### src/rtl/uart_tx_ser.sv
// UART transmit serialiser: byte holding register feeding a start/data/parity/stop
// frame generator with a registered, glitch-free serial output.
module uart_tx_ser #(
  parameter int unsigned CLKS_PER_BIT = 48,
  parameter bit          PARITY_EN    = 1'b1,
  parameter bit          PARITY_ODD   = 1'b0
) (
  input  logic       clk,
  input  logic       rst,
  input  logic [7:0] PalDataIn,
  input  logic       PalDataInEn,
  output logic       PalDataInPermit,
  output logic       SerDataOut,
  output logic       TxBusy,
  output logic       TxOverrun
);

  localparam int unsigned CNT_W = (CLKS_PER_BIT > 2) ? $clog2(CLKS_PER_BIT) : 1;
  localparam logic [CNT_W-1:0] LAST_CNT = CNT_W'(CLKS_PER_BIT - 1);

  typedef enum logic [2:0] {IDLE, START, DATA, PARITY, STOP} state_t;

  state_t     state, stateNext;
  logic [CNT_W-1:0] bCnt, bCntNext;
  logic [2:0] bitN, bitNNext;
  logic [7:0] shReg, shRegNext;
  logic [7:0] hold, holdNext;
  logic       holdFull, holdFullNext;
  logic       par, parNext;
  logic       serNext;
  logic       overrunNext;
  logic       bitEnd;
  logic       writeOk;
  logic       load;
  logic [7:0] loadData;

  assign PalDataInPermit = ~holdFull;

  always_ff @(posedge clk or posedge rst) begin
    if (rst) begin
      state      <= IDLE;
      bCnt       <= '0;
      bitN       <= '0;
      shReg      <= '0;
      hold       <= '0;
      holdFull   <= 1'b0;
      par        <= 1'b0;
      SerDataOut <= 1'b1;
      TxBusy     <= 1'b0;
      TxOverrun  <= 1'b0;
    end else begin
      state      <= stateNext;
      bCnt       <= bCntNext;
      bitN       <= bitNNext;
      shReg      <= shRegNext;
      hold       <= holdNext;
      holdFull   <= holdFullNext;
      par        <= parNext;
      SerDataOut <= serNext;
      TxBusy     <= (stateNext != IDLE);
      TxOverrun  <= overrunNext;
    end
  end

  always_comb begin
    bitEnd       = (bCnt == LAST_CNT);
    writeOk      = PalDataInEn & ~holdFull;
    stateNext    = state;
    bCntNext     = bitEnd ? '0 : CNT_W'(bCnt + 1'b1);
    bitNNext     = bitN;
    shRegNext    = shReg;
    parNext      = par;
    holdNext     = writeOk ? PalDataIn : hold;
    holdFullNext = holdFull | writeOk;
    overrunNext  = TxOverrun | (PalDataInEn & holdFull);
    load         = 1'b0;
    // A byte written on the final stop edge is loaded straight from the bus.
    loadData     = holdFull ? hold : PalDataIn;

    case (state)
      IDLE: begin
        bCntNext = '0;
        if (holdFull) load = 1'b1;
      end
      START: begin
        if (bitEnd) begin
          stateNext = DATA;
          bitNNext  = 3'd0;
        end
      end
      DATA: begin
        if (bitEnd) begin
          shRegNext = {1'b0, shReg[7:1]};
          if (bitN == 3'd7) stateNext = PARITY_EN ? PARITY : STOP;
          else              bitNNext  = 3'(bitN + 3'd1);
        end
      end
      PARITY: begin
        if (bitEnd) stateNext = STOP;
      end
      STOP: begin
        if (bitEnd) begin
          if (holdFull || writeOk) load = 1'b1;
          else                     stateNext = IDLE;
        end
      end
      default: stateNext = IDLE;
    endcase

    if (load) begin
      stateNext    = START;
      shRegNext    = loadData;
      parNext      = (^loadData) ^ PARITY_ODD;
      holdFullNext = 1'b0;
      bCntNext     = '0;
    end

    // Line level follows the state being entered, so it only moves on bit boundaries.
    case (stateNext)
      START:   serNext = 1'b0;
      DATA:    serNext = shRegNext[0];
      PARITY:  serNext = parNext;
      default: serNext = 1'b1;
    endcase
  end

endmodule
### config.mk
export PLATFORM = sky130hd
export DESIGN_NAME = uart_tx_ser
export DESIGN_NICKNAME = d
export VERILOG_FILES = /design/src/rtl/uart_tx_ser.sv
export SDC_FILE = /design/constraint.sdc
export NUM_CORES = 1
export LEC_CHECK = 0
export CAP_MARGIN = 20
export CORE_UTILIZATION = 50
export CTS_BUF_LIST = sky130_fd_sc_hd__clkbuf_2
export CTS_CLUSTER_SIZE = 12
export DETAILED_ROUTE_END_ITERATION = 10
export PLACE_DENSITY = 0.71
export SLEW_MARGIN = 20
export SYNTH_ARGS = -nofsm -noshare
export SYNTH_HDL_FRONTEND = slang
export SYNTH_SLANG_ARGS = --single-unit
### constraint.sdc
create_clock -name clk -period 4.6 [get_ports clk]
set_input_delay 0.92 -clock clk [delete_from_list [all_inputs] [get_ports clk]]
set_output_delay 0.92 -clock clk [all_outputs]
set_load 0.02 [all_outputs]
==> results of run 1 <==
[registers in the layout, indices dropped and copies added, names as in the netlist, 3 cells and up]
| name | count |
|---|---|
| bCnt | 6 |
| state | 3 |
| hold | 8 |
| bitN | 3 |
| shReg | 8 |
[kinds of logic (layout without fill, tap and decap cells)]
logic type / count (synthesis) / in the layout
simple gates: 45 / 45
flops: 33 / 33
xor+xnor: 12 / 12
compound gates: 21 / 21
fa+ha+maj: 3 / 3
mux: 21 / 21
buf+inv: 8 / 27
[power by group through the flow]
| stage | registers [W] | clock network, W | logic (W) |
|---|---|---|---|
| after floorplan | 0.000465 | 0 | 0.000353 |
| after global placement | 0.000483 | 0 | 0.000407 |
| after detailed placement | 0.000488 | 0 | 0.000417 |
| after CTS | 0.000481 | 0.000141 | 0.000420 |
| after global routing | 0.000497 | 0.000152 | 0.000470 |
| final | 0.000482 | 0.000135 | 0.000414 |
[stage by stage]
step | cell area [µm²] | util [%] | power (W)
global route | 1850 | 60.1 | 0.00112
CTS | 1850 | 60.1 | 0.00104
global placement | 1810 | 58.8 | 0.000890
finish | 1850 | 60.1 | 0.00103
detailed placement | 1810 | 58.8 | 0.000905
floorplan | 1620 | - | 0.000818
[final cells by class]
class	instances	area, µm²	area share (%)
Inverter	4	15.0	0.812
Tap cell	44	55.1	2.98
Timing Repair Buffer	15	148	7.98
Multi-Input combinational cell	102	764	41.3
Clock buffer	8	40.0	2.17
Sequential cell	33	827	44.7
[layout by cell type, fill, tap and decap left out, types with 2 or more instances in the layout]
master / instances
a21oi_1: 3
a221o_1: 4
a22o_1: 2
a311o_1: 2
clkbuf_2: 8
clkdlybuf4s50_1: 14
dfrtp_1: 32
ha_1: 3
inv_1: 4
mux2_2: 11
mux2i_1: 10
nand2_1: 9
nand3_1: 4
nor2_1: 17
nor3_1: 3
o21ai_0: 2
o21ai_1: 3
xnor2_1: 11
[metal layers]
layer	global-route usage, %	vias to the layer above	part of all wire, %
li1	-	546	-
met1	25.9	517	50
met3	7.64	3	4.0
met5	0	-	0
met4	5.10	0	1.1
met2	28.2	15	45
[worst max-delay path, cell delays in order (launching register included)]
cell	delay, ns
dfrtp_1	0.71
inv_1	0.13
clkdlybuf4s50_1	0.57
[final timing paths]
kind                                         start  depth (start not counted)  slack (ns)                   end
worst max-delay path            holdFull$_DFF_PP0_                          2        1.91       PalDataInPermit
worst min-delay path             bCnt[0]$_DFF_PP0_                          1        0.47     bCnt[0]$_DFF_PP0_
worst max register to register   bCnt[0]$_DFF_PP0_                          6        2.29  SerDataOut$_DFF_PP1_
worst min register to register   bCnt[0]$_DFF_PP0_                          1        0.47     bCnt[0]$_DFF_PP0_
max in group asynchronous                      rst                          3        3.36  SerDataOut$_DFF_PP1_
min in group asynchronous                      rst                          3        0.91   TxOverrun$_DFF_PP0_
==> impl_metrics.json, run 1 <==
{
  "seqPwrFrac_pct": 46.8,
  "hpwl_mm": 2.01,
  "ioPinCount": 15,
  "syn_area_um2": 1620,
  "status": "finished, final reports clean",
  "synth_xor_area_share_pct": 6.47,
  "initial_core_util_pct": 52.8,
  "post-route-drc-count": 0,
  "ys.flop_type": "dfrtp_1",
  "whs_ns": 0.475,
  "crit_type": "reg2out",
  "synth.most_common_cell": "dfrtp_1",
  "synth_compound_area_share_pct": 9.78,
  "die_w_um": 59.0,
  "power_frac_comb_pct": 40.2,
  "core-area_um2": 3080,
  "max_cap_viol_count": 0,
  "ys_ff_latch": 33,
  "synth_area_leaders": "dfrtp_1 49%, mux2_2 7.6%, mux2i_1 6.2%",
  "setup_viol": 0,
  "clock.fmax_mhz": 372,
  "cts_root_buffer": "clkbuf_2",
  "cts_max_level": 2,
  "p_leak_nw": 0.861,
  "drive_above_1_share_pct": 14.8,
  "critPathArrivalTime_ns": 1.77,
  "routed_wire_length_per_instance_um": 13.2,
  "tritoncts": "built",
  "grt_pass1_wl_mm": 4.84,
  "worstMarginPinSlew_ns": 0.571,
  "max_slew_margin_pct": 61.8,
  "postCtsSetupBuffers": 0,
  "layout.cells.non_filler": 206,
  "synth_commonest_cells": "32 x dfrtp_1, 17 x nor2_1, 11 x mux2_2, 11 x xnor2_1, 10 x mux2i_1",
  "drt-total-wl_mm": 2.73,
  "end_kind": "output pin",
  "cts_sinks": 33,
  "drt_iter0_markers": 38,
  "post_cts_resized": 0,
  "drv_slew": 0,
  "period_share_pct": 58.5,
  "synth-edff-count": 0,
  "synthAdderAreaFrac_pct": 2.31,
  "timing_hold_violations_final": 0,
  "port_buffers": 14,
  "fillers": 274,
  "vdd.ir_drop.worst_uv": 322,
  "ys_types": 37,
  "clock_skew_ns": 0.00926,
  "layout_setup_ws_ns": 1.91,
  "p_sw_share_pct": 34.3,
  "synthMuxAreaShare_pct": 13.8,
  "dpl_worst_slack_ns": 2.07,
  "startpoint_type": "flip-flop",
  "clk_path_buf_depth": 2,
  "synthArstFlopShare_pct": 100,
  "fin_nets": 175,
  "die_area_um2": 3480,
  "yosysTopAreaCell": "dfrtp_1",
  "die_y_um": 59.0,
  "via_count": 1081,
  "clock_latency_ns": 0.36,
  "drtAntennaViolNets": 0,
  "synth_cells": 143,
  "gp_congestion": 0.831,
  "avgSynthCellArea_um2": 11.4,
  "insertedDiodeCount": 0,
  "yosysWarnings": 0,
  "syn_to_final_growth_pct": 13.9,
  "cp.required_ns": 3.68,
  "dp.cells": 198,
  "p_int_w": 0.000678,
  "grt_max_degree": 34,
  "cts_buffers": 5,
  "firstDrtPassIters": 4,
  "yosysSeqAreaShare_pct": 50.9,
  "worstPathMaxFanout": 12,
  "track_usage_pct": 19.0,
  "rsz0062_at_grt": "no",
  "fin_crit_ns": 2.69,
  "grt_pass1_vias": 1079,
  "synth_top_area_share_pct": 49.3,
  "synth_nets": 157,
  "synth-simple-area-share_pct": 14.7,
  "power.switching_w": 0.000353,
  "grt.overflow.total": 0,
  "antenna_found_initial": 0,
  "pwr-share-clk_pct": 13.1,
  "cts_hold_buf": 0,
  "power_density_nw_per_um2": 558,
  "synth_top_family_by_area": "simple AND/OR/NAND/NOR gates",
  "num_rows": 20,
  "min_path_type": "reg2reg",
  "avgViaCountPerCell": 5.25,
  "fin_setup_tns_ns": 0,
  "clk_pin_slew_ns": 0.15
}
No activity file was read; power rests on OpenSTA's default activity.
==> inputs of run 2 (changes only) <==
- clock period: 4.6 -> 2.5 ns (I/O delays scaled with it)
==> run 2 against run 1 <==
  * Highest routed layer unchanged
  * Largest power group unchanged
  * Clock skew increased by 0.018 ns
  * Total power up 85%
  * Clock power up 87%
  * Critical path type unchanged
==> impl_metrics.json, run 2 (same netlist as run 1, synthesis figures left out) <==
{
  "rsz0062_at_grt": "no",
  "period_share_pct": 91.2,
  "clock.fmax_mhz": 439,
  "tritoncts": "built",
  "post-route-util_pct": 60.3,
  "crit_type": "reg2out",
  "post-route-drc-count": 0,
  "grt.overflow.total": 0,
  "placed_area_um2": 1820,
  "largest_registers": "hold: 8 flops, shReg: 8 flops, bCnt: 6 flops",
  "routed_wire_length_per_instance_um": 13.7,
  "layout_common_cells": "32 x dfrtp_1, 17 x nor2_1, 14 x clkdlybuf4s50_1",
  "die_area_um2": 3480,
  "timing.rr.end": "SerDataOut$_DFF_PP1_",
  "track_usage_pct": 20.5,
  "end_kind": "output pin",
  "max_cap_viol_count": 0,
  "cp.depth": 2,
  "drv_slew": 0,
  "grt_pass1_wl_mm": 5.15,
  "drive_above_1_share_pct": 14.7,
  "layout_commonest_cell": "dfrtp_1",
  "grt_pass1_vias": 1117,
  "drt-total-wl_mm": 2.84,
  "worstMarginPinSlew_ns": 0.537,
  "rr_startpoint": "bCnt[0]$_DFF_PP0_",
  "fin_setup_tns_ns": 0,
  "worst_path_max_delay_cell": "dfrtp_1",
  "crit_path_start": "holdFull$_DFF_PP0_",
  "drtAntennaViolNets": 0,
  "avgViaCountPerCell": 5.25,
  "die_w_um": 59.0,
  "via_count": 1087,
  "rrSetupSlack_ns": 0.47,
  "antenna_found_initial": 0,
  "cp.required_ns": 2.00,
  "cts_sinks": 33,
  "clk_pin_slew_ns": 0.17,
  "fin_crit_ns": 2.28,
  "hpwl_mm": 2.02,
  "ioPinCount": 15,
  "cp_top_family": "flip-flops",
  "cp_num_buf_inv": 2,
  "min_path_type": "in2async",
  "crit_chain": "inv_1 -> clkdlybuf4s50_1",
  "port_buffers": 14,
  "status": "finished, final reports clean",
  "p_leak_nw": 0.864,
  "endpoint": "PalDataInPermit",
  "clock_latency_ns": 0.39,
  "post_cts_resized": 0,
  "worstRegToRegCells": 6,
  "max_slew_margin_pct": 64.2,
  "firstDrtPassIters": 5,
  "cts_buffers": 5,
  "setup_viol": 0,
  "postCtsSetupBuffers": 0,
  "cts_root_buffer": "clkbuf_2",
  "drt_iter0_markers": 41,
  "critical-path-max-stage-delay_ns": 0.72,
  "syn_to_final_growth_pct": 14.3,
  "timing_hold_violations_final": 0,
  "initial_core_util_pct": 52.8,
  "grt_max_degree": 34,
  "gp_congestion": 0.827,
  "power_density_nw_per_um2": 1030,
  "final_area_um2": 1860,
  "cts_hold_buf": 0,
  "core-area_um2": 3080,
  "startpoint_type": "flip-flop",
  "num_rows": 20,
  "clk_path_buf_depth": 2,
  "cts_max_level": 2,
  "fin_nets": 176,
  "clock_skew_ns": 0.0276,
  "die_y_um": 59.0,
  "critPathArrivalTime_ns": 1.78,
  "vdd.ir_drop.worst_uv": 585,
  "worstPathMaxFanout": 12,
  "insertedDiodeCount": 0
}
-- run 2: cell count changes in the layout (fill, tap and decap cells not counted), sizes merged --
| cell | previous run | this run |
|---|---|---|
| clkinv | 0 | 1 |
| buf | 1 | 2 |
| clkbuf | 8 | 7 |
-- run 2: cell type report --
cell class	count	area [µm²]
fillers	283	1220
flip-flops and latches	33	827
multi-input cells	102	764
repair buffers	16	155
well taps	44	55.1
clock buffers	7	35.0
inverters	4	15.0
clock inverters	1	3.75
-- run 2: worst min path at each step --
stage / end / slack (ns)
final: hold[2]$_DFFE_PP0P_ / 0.46
after global routing: bCnt[0]$_DFF_PP0_ / 0.49
after CTS: hold[2]$_DFFE_PP0P_ / 0.47
after detailed placement: TxOverrun$_DFF_PP0_ / 0.45
after global placement: TxOverrun$_DFF_PP0_ / 0.45
after floorplan: bCnt[0]$_DFF_PP0_ / 0.43
-- run 2: per-layer routing --
metal	GRT usage (%)	share of wire (%)
met5	0	0
met3	5.02	4.3
met1	28.5	51
met4	11.2	1.6
met2	29.4	43
-- run 2: worst register-to-register path: stages (launching register included) --
cell and delay, ns:
dfrtp_1 0.40, ha_1 0.21, nand3_1 0.18, nor4b_4 0.36, mux2i_1 0.25, or3b_1 0.37
a32o_1 0.23
-- run 2: metrics by stage --
stage | total power (W) | hold WS [ns] | std cells | setup slack, ns
6_report | 0.00190 | 0.465 | 207 | 0.221
5_1_grt | 0.00206 | 0.490 | 207 | 0.124
4_1_cts | 0.00191 | 0.466 | 207 | 0.189
3_5_place_dp | 0.00166 | 0.446 | 199 | 0.384
3_3_place_gp | 0.00164 | 0.447 | 199 | 0.419
2_1_floorplan | 0.00151 | 0.430 | 143 | 0.473
-- run 2: power breakdown --
| part | switching, W | internal [W] |
|---|---|---|
| registers | 0.000148 | 0.000740 |
| logic | 0.000338 | 0.000424 |
| clock network | 0.000178 | 0.0000748 |
| total | 0.000664 | 0.00124 |
